==> config.mk <==
export PLATFORM = sky130hd
export DESIGN_NAME = univ_shift_reg
export DESIGN_NICKNAME = d
export VERILOG_FILES = /design/src/rtl/usr_pkg.sv /design/src/rtl/usr_step.sv /design/src/rtl/univ_shift_reg.sv
export SDC_FILE = /design/constraint.sdc
export NUM_CORES = 1
export LEC_CHECK = 0
export ABC_AREA = 1
export BUFFER_PORTS_ARGS = -buffer_cell sky130_fd_sc_hd__clkbuf_2
export CAP_MARGIN = 20
export CORE_MARGIN = 8
export CORE_UTILIZATION = 52
export DETAILED_ROUTE_END_ITERATION = 7
export PLACE_DENSITY = 0.79
export SLEW_MARGIN = 20
export SYNTH_ARGS = -nofsm -noshare
export SYNTH_HDL_FRONTEND = slang
export SYNTH_HIERARCHICAL = 1
export SYNTH_SLANG_ARGS = --single-unit
==> constraint.sdc <==
create_clock -name clk -period 2.35 [get_ports clk]
set_clock_uncertainty 0.05 [all_clocks]
set_input_delay 0.47 -clock clk [delete_from_list [all_inputs] [get_ports clk]]
set_output_delay 0.47 -clock clk [all_outputs]
set_load 0.03 [all_outputs]
==> src/rtl/usr_pkg.sv <==
// usr_pkg: op codes, FSM states and step-count width helper for univ_shift_reg.
package usr_pkg;
    typedef enum logic [2:0] {
        OP_SHR = 3'd0,
        OP_SHL = 3'd1,
        OP_ASR = 3'd2,
        OP_ROR = 3'd3,
        OP_ROL = 3'd4
    } op_t;
    typedef enum logic {
        IDLE = 1'b0,
        RUN  = 1'b1
    } state_t;
    function automatic int cnt_width(input int w);
        return $clog2(w) + 1;
    endfunction
endpackage

==> src/rtl/usr_step.sv <==
// usr_step: one combinational shift/rotate step; act is low for ops that leave q and sh_out alone.
// Rotates exist only when USR_ROTATE_EN is defined.
module usr_step
    import usr_pkg::*;
#(
    parameter int W = 8
) (
    input  logic [2:0]   op,
    input  logic [W-1:0] q,
    input  logic         sh_in,
    output logic [W-1:0] q_nxt,
    output logic         sh_out,
    output logic         act
);
    always_comb begin
        q_nxt  = q;
        sh_out = 1'b0;
        act    = 1'b1;
        case (op)
            OP_SHR: begin
                q_nxt  = {sh_in, q[W-1:1]};
                sh_out = q[0];
            end
            OP_SHL: begin
                q_nxt  = {q[W-2:0], sh_in};
                sh_out = q[W-1];
            end
            OP_ASR: begin
                q_nxt  = {q[W-1], q[W-1:1]};
                sh_out = q[0];
            end
`ifdef USR_ROTATE_EN
            OP_ROR: begin
                q_nxt  = {q[0], q[W-1:1]};
                sh_out = q[0];
            end
            OP_ROL: begin
                q_nxt  = {q[W-2:0], q[W-1]};
                sh_out = q[W-1];
            end
`endif
            default: act = 1'b0;
        endcase
    end
endmodule

==> src/rtl/univ_shift_reg.sv <==
// univ_shift_reg: universal shift register with parallel load, single steps and counted multi-step runs.
// Define USR_ROTATE_EN to enable ROR/ROL; otherwise those op codes are reserved no-ops.
module univ_shift_reg
    import usr_pkg::*;
#(
    parameter int W     = 8,
    parameter int CNT_W = cnt_width(W)
) (
    input  logic             clk,
    input  logic             rst,
    input  logic             ld,
    input  logic [W-1:0]     d,
    input  logic             sh,
    input  logic             start,
    input  logic [CNT_W-1:0] amt,
    input  logic [2:0]       op,
    input  logic             sh_in,
    output logic [W-1:0]     q,
    output logic             sh_out,
    output logic             busy,
    output logic             done
);
    state_t             state, state_nxt;
    logic [2:0]         op_r, op_d, step_op;
    logic [CNT_W-1:0]   cnt, cnt_d;
    logic [W-1:0]       q_d, step_q;
    logic               so_d, done_d, step_so, step_act, last;

    assign last    = cnt == CNT_W'(1);
    assign step_op = state == RUN ? op_r : op;
    assign busy    = state == RUN;

    usr_step #(.W(W)) u_step (
        .op    (step_op),
        .q     (q),
        .sh_in (sh_in),
        .q_nxt (step_q),
        .sh_out(step_so),
        .act   (step_act)
    );

    always_ff @(posedge clk) begin
        if (rst) begin
            state  <= IDLE;
            q      <= '0;
            sh_out <= 1'b0;
            done   <= 1'b0;
            cnt    <= '0;
            op_r   <= '0;
        end else begin
            state  <= state_nxt;
            q      <= q_d;
            sh_out <= so_d;
            done   <= done_d;
            cnt    <= cnt_d;
            op_r   <= op_d;
        end
    end

    always_comb begin
        state_nxt = state;
        if (state == IDLE)
            state_nxt = (!ld && start && amt != '0) ? RUN : IDLE;
        else
            state_nxt = last ? IDLE : RUN;
    end

    // In RUN every edge consumes one count even when the latched op is a no-op.
    always_comb begin
        q_d    = q;
        so_d   = sh_out;
        cnt_d  = cnt;
        op_d   = op_r;
        done_d = 1'b0;
        if (state == RUN) begin
            q_d    = step_act ? step_q : q;
            so_d   = step_act ? step_so : sh_out;
            cnt_d  = cnt - CNT_W'(1);
            done_d = last;
        end else if (ld) begin
            q_d = d;
        end else if (start) begin
            op_d   = op;
            cnt_d  = amt;
            done_d = amt == '0;
        end else if (sh) begin
            q_d  = step_act ? step_q : q;
            so_d = step_act ? step_so : sh_out;
        end
    end
endmodule
Word-level counts from Yosys, hierarchy flattened
Index checks and enable logic that the tools add are counted.
{"block": "totals", "regBits": 18, "input_bits": 21, "elab_cells": 53, "output_inout_bits": 11}
{"block": "classes", "n_eq_ne": 6, "bitwise_logic": 2, "reduce_logical": 15, "mux": 23, "n_addsub": 1}
{"op": "$mux 8", "count": 5}
{"op": "$pmux 8 s3", "count": 1}
{"op": "$mux 1", "count": 12}
{"op": "$mux 4", "count": 3}
{"op": "$reduce_and 3->1", "count": 2}
{"op": "$eq 4x1->1 const B", "count": 1}
{"op": "$logic_not 4->1", "count": 1}
{"op": "$ne 2x1->1 const B", "count": 2}
{"op": "$reduce_and 2->1", "count": 2}
{"op": "$reduce_bool 2->1", "count": 2}
{"op": "$reduce_bool 4->1", "count": 1}
{"op": "$sub 4x1->4 const B", "count": 1}
{"op": "$eq 3x1->1 const B", "count": 1}
{"op": "$eq 3x2->1 const B", "count": 1}
{"op": "$logic_not 3->1", "count": 1}
{"op": "$mux 3", "count": 1}
{"op": "$ne 3x2->1 const B", "count": 1}
{"op": "$reduce_bool 3->1", "count": 1}
{"op": "$reduce_or 3->1", "count": 1}
{"op": "$logic_and 1x1->1", "count": 2}
{"op": "$not 1->1", "count": 2}
{"op": "$pmux 1 s2", "count": 1}
{"op": "$reduce_or 2->1", "count": 1}
{"op": "$logic_not 1->1", "count": 1}

Logic depth before layout (Yosys ltp)
{"block": "depth", "ltp_word": 9, "depth_mapped": 13, "depth_no_buf": 12}

By module
Netlist, hierarchy kept.
{"mod": "univ_shift_reg", "area_each_um2": 1048.5, "seq_area_each_um2": 360.3, "n_inst": 1, "cells_each": 164}
{"mod": "usr_step", "area_each_um2": 231.5, "seq_area_each_um2": 0.0, "n_inst": 1, "cells_each": 47}

Worst setup path before layout
OpenSTA, ideal clock, no wires.
{"block": "synth_path", "path_type": "flip-flop to flip-flop", "start": "register state, in the netlist busy", "end": "register q[0]", "setup_time_ps": 70, "t_arrival_ps": 2286, "required_ps": 2230, "path_stages_with_launch": 13, "slack_ps": -56, "period_less_slack_ps": 2406, "path_buffers": 2, "path_cell_list": "dfxtp_1 inv_2 buf_2 o21ai_0 inv_2 nand2_4 nand2_1 buf_2 inv_1 nand2_1 nand3_1 o21ai_0 a21oi_1"}
{"block": "synth_via", "elab_chain_cells": 9, "elab_cells_between_ends": 15, "classes_between": "eq/ne: 3; mux: 8; reduce/logical: 4"}
{"element": "start: declaration", "line": "univ_shift_reg.sv:23", "text": "state_t state, state_nxt;"}
{"element": "start signal: assignment", "line": "univ_shift_reg.sv:51", "text": "state <= state_nxt;"}
{"element": "$mux 3 (*)", "line": "univ_shift_reg.sv:30", "text": "assign step_op = state == RUN ? op_r : op;"}
{"element": "via step_op[2]", "line": "univ_shift_reg.sv:24", "text": "logic [2:0] op_r, op_d, step_op;"}
{"element": "$eq 3x1->1 (tied with other cells)", "line": "usr_step.sv:19", "text": "case (op)"}
{"element": "$reduce_or 3->1 (no line) (*)"}
{"element": "$mux 1 (*)", "line": "usr_step.sv:19"}
{"element": "via step_act", "line": "univ_shift_reg.sv:27", "text": "logic so_d, done_d, step_so, step_act, last;"}
{"element": "$mux 8 (*)", "line": "univ_shift_reg.sv:76, univ_shift_reg.sv:87"}
{"element": "$mux 8", "line": "univ_shift_reg.sv:86", "text": "end else if (sh) begin"}
{"element": "$mux 8", "line": "univ_shift_reg.sv:82", "text": "end else if (start) begin"}
{"element": "$mux 8", "line": "univ_shift_reg.sv:80", "text": "end else if (ld) begin"}
{"element": "$mux 8 (*)", "line": "univ_shift_reg.sv:75", "text": "if (state == RUN) begin"}
{"element": "end signal: assignment", "line": "univ_shift_reg.sv:52", "text": "q <= q_d;"}
{"element": "end: declaration", "line": "univ_shift_reg.sv:18", "text": "output logic [W-1:0] q,"}
Mark *: on every way through the listed nets, which the timed path passes. The rest lies on a longest branch. The select of a mux whose other input is x is not followed.
A chain may end at the register's enable or synchronous reset.

Worst setup path after layout
{"block": "layout_path", "start": "register state, in the netlist busy", "end": "register q[1]"}
The elaborated chain is that of the path after synthesis.

==> reports/summary.txt <==
Vias post-DR - 1458
Synthesized net count - 234
GR Layer Usage met3 - 2.89%
Final period util - 82.9%
Die W - 65.6 um
M1 GR Usage - 23.0%
F_max - 0.514 GHz
# hold bufs at CTS - 0
Gr busiest metal - met2
Power, Total - 0.834 mW
CP max stage delay - 0.49 ns
Residual DRC - 0
Area occupied by multi-input gates - 771 um^2
Most common flop cell mapped by yosys - dfxtp_1
Register area share after synthesis - 28.2%
Starting Density - 53.1%
Buf/Inv on CP - 3
Post-Layout Cell Count - 271
Core area - 0.00241 mm^2
Pin count of the biggest net entering global routing - 18
Grt total ovfl - 0
Synth area leaders - dfxtp_1 (28%), nand2_1 (18%), nand3_1 (14%), inv_1 (7.0%), a21oi_1 (6.6%)
Antenna cells - 0
Final ANT Viol Nets - 0
Crit. End Element - flip-flop
DP HPWL - 2570 um
Final core utilization - 61.0%
CP Launch Point - busy
Max rail drop VDD - 0.420 mV
Area after DPL - 0.00145 mm^2
Share of the synthesized area in the top cell type - 28.2%
Most frequent cell after synthesis - nand2_1
Sink Count - 18
Area of the mapped netlist - 0.00128 mm^2
Unrepaired setup endpoints after global routing - no
Die footprint - 0.00431 mm^2
Hold slack - 0.338 ns
Worst setup SP type - flip-flop
Root buf cell - clkbuf_4
H-tree depth - 1
Hold Path Origin - rst
Nets - 266
Post-synthesis async set-or-reset flop share - 0%
Final Worst Setup Slack - 0.403 ns
Worst slack at placement - 0.419 ns
Least-Margin Pin Slew - 0.407 ns
Setup Viol. Count Final - 0
Top cells by count, synth - nand2_1 (60), nand3_1 (36), inv_1 (24)
First DRT Iteration DRCs - 118
Global-route wire length before repair - 5730 um
Clock transition at the registers of the reported paths - 0.10 ns
Row Count - 18
Number of buffers added on ports - 31
Die Span Y - 65.6 um
Outcome - finished clean
Final wirelength - 3380 um
Number of flops mapped to enable cells by yosys - 0
# Max-Cap Violations - 0
Worst r2r src - busy
Drt pass-1 iters - 4
Synth warnings - 6
Top cell family by delay on the critical path - compound AO/OA/AOI/OAI gates
Post-synth cell types - 19
Setup bufs post-CTS - 0
WP data arrival - 2.12 ns
Yosys top cell by area - dfxtp_1
DR vias/cell - 5.38
CTS tree - done
RD Place Congestion - 0.872
Pwr/cell area - 568 mW/mm^2
Worst Hold Class - in -> reg
Register area - 360 um^2
CTS Buf Count - 3
Area growth syn-to-layout - 14.9%
CP max stage cell - dfxtp_1
Placed cell count - 268
GRT met2 Usage - 23.9%
# resized after CTS - 0
Fill cells - 248
Yosys reg bits - 18
I/O Pins - 32
Antenna violations before repair - 0
Slew HR - 72.8%
Max Slew Vio Count - 0
Total GRT Usage - 16.3%
Fin crit period - 1.95 ns
Worst Path Class, Setup - reg -> reg
Share of cells above drive strength 1 - 19.9%
Final hold violations - 0
Avg Inst Size Synth - 6.07 um^2
Final std cell area, no fill - 0.00147 mm^2
Max Root-Sink Buffers - 2
Worst EP required - 2.53 ns
WL per Instance - 12.5 um
Leak - 0.727 nW
Gate count of the mapped netlist - 211
CP max FO - 9
Setup TNS Final - 0 ns
Vias in the first global route - 1287
Clk_lat worst skew - 0.29 ns
Crit path cell chain - inv_2 > o21ai_1 > inv_2 > nand2_4 > nand2_1 > inv_1 > nand2_1 > nand3_1 > o21ai_0 > a21oi_1
==> per-layer routing <==
layer,up-vias,wire length [um]
met5,-,0
met4,0,44
met3,5,203
met2,42,1440
met1,658,1690
li1,753,-
==> worst reg2reg max path, cell delays in order (launching register included) <==
cell	delay, ns
dfxtp_1	0.49
inv_2	0.11
o21ai_1	0.35
inv_2	0.12
nand2_4	0.13
nand2_1	0.08
inv_1	0.19
nand2_1	0.08
nand3_1	0.08
o21ai_0	0.07
a21oi_1	0.13
==> placed cells by master (no fill, tap or decap), types with 3 or more instances in the layout <==
cell type  count
a21oi_1       17
buf_4          3
clkbuf_2      31
clkbuf_4       3
dfxtp_1       18
inv_1         24
inv_2          3
nand2_1       60
nand2_4        3
nand3_1       36
nand4_1        9
nor2_1        10
o21ai_0       14
==> power by group <==
group          internal, mW  switching [mW]
sequential            0.334          0.0405
clock                0.0597          0.0929
combinational         0.107           0.201
==> kinds of logic after synthesis <==
| kind of cell | Yosys count | share of synthesized area, % |
|---|---|---|
| flops | 18 | 28.2 |
| buf+inv | 34 | 11.6 |
| simple gates | 121 | 43.5 |
| compound gates | 36 | 14.8 |
| fa+ha+maj | 2 | 1.95 |
==> final cells by class <==
cell class                 count  area share, %
multi-input combinational    159           52.4
sequential                    18           24.5
timing repair buffer          34           12.1
inverter                      27           6.89
tap                           30           2.55
clock buffer                   3           1.53
==> state kept, by name (all words and copies together), names as in the netlist <==
register  cells
cnt           4
done          1
busy          1
q             8
sh_out        1
op_r          3
==> worst paths after layout <==
kind / depth (start not counted) / endpoint / slack (ns)
setup reg to reg: 10 / q[1] / 0.40
hold / removal: 2 / cnt[0] / 0.34
hold reg to reg: 2 / op_r[0] / 0.41
setup / recovery: 10 / q[1] / 0.40
Power figures use the tool's default switching activity.
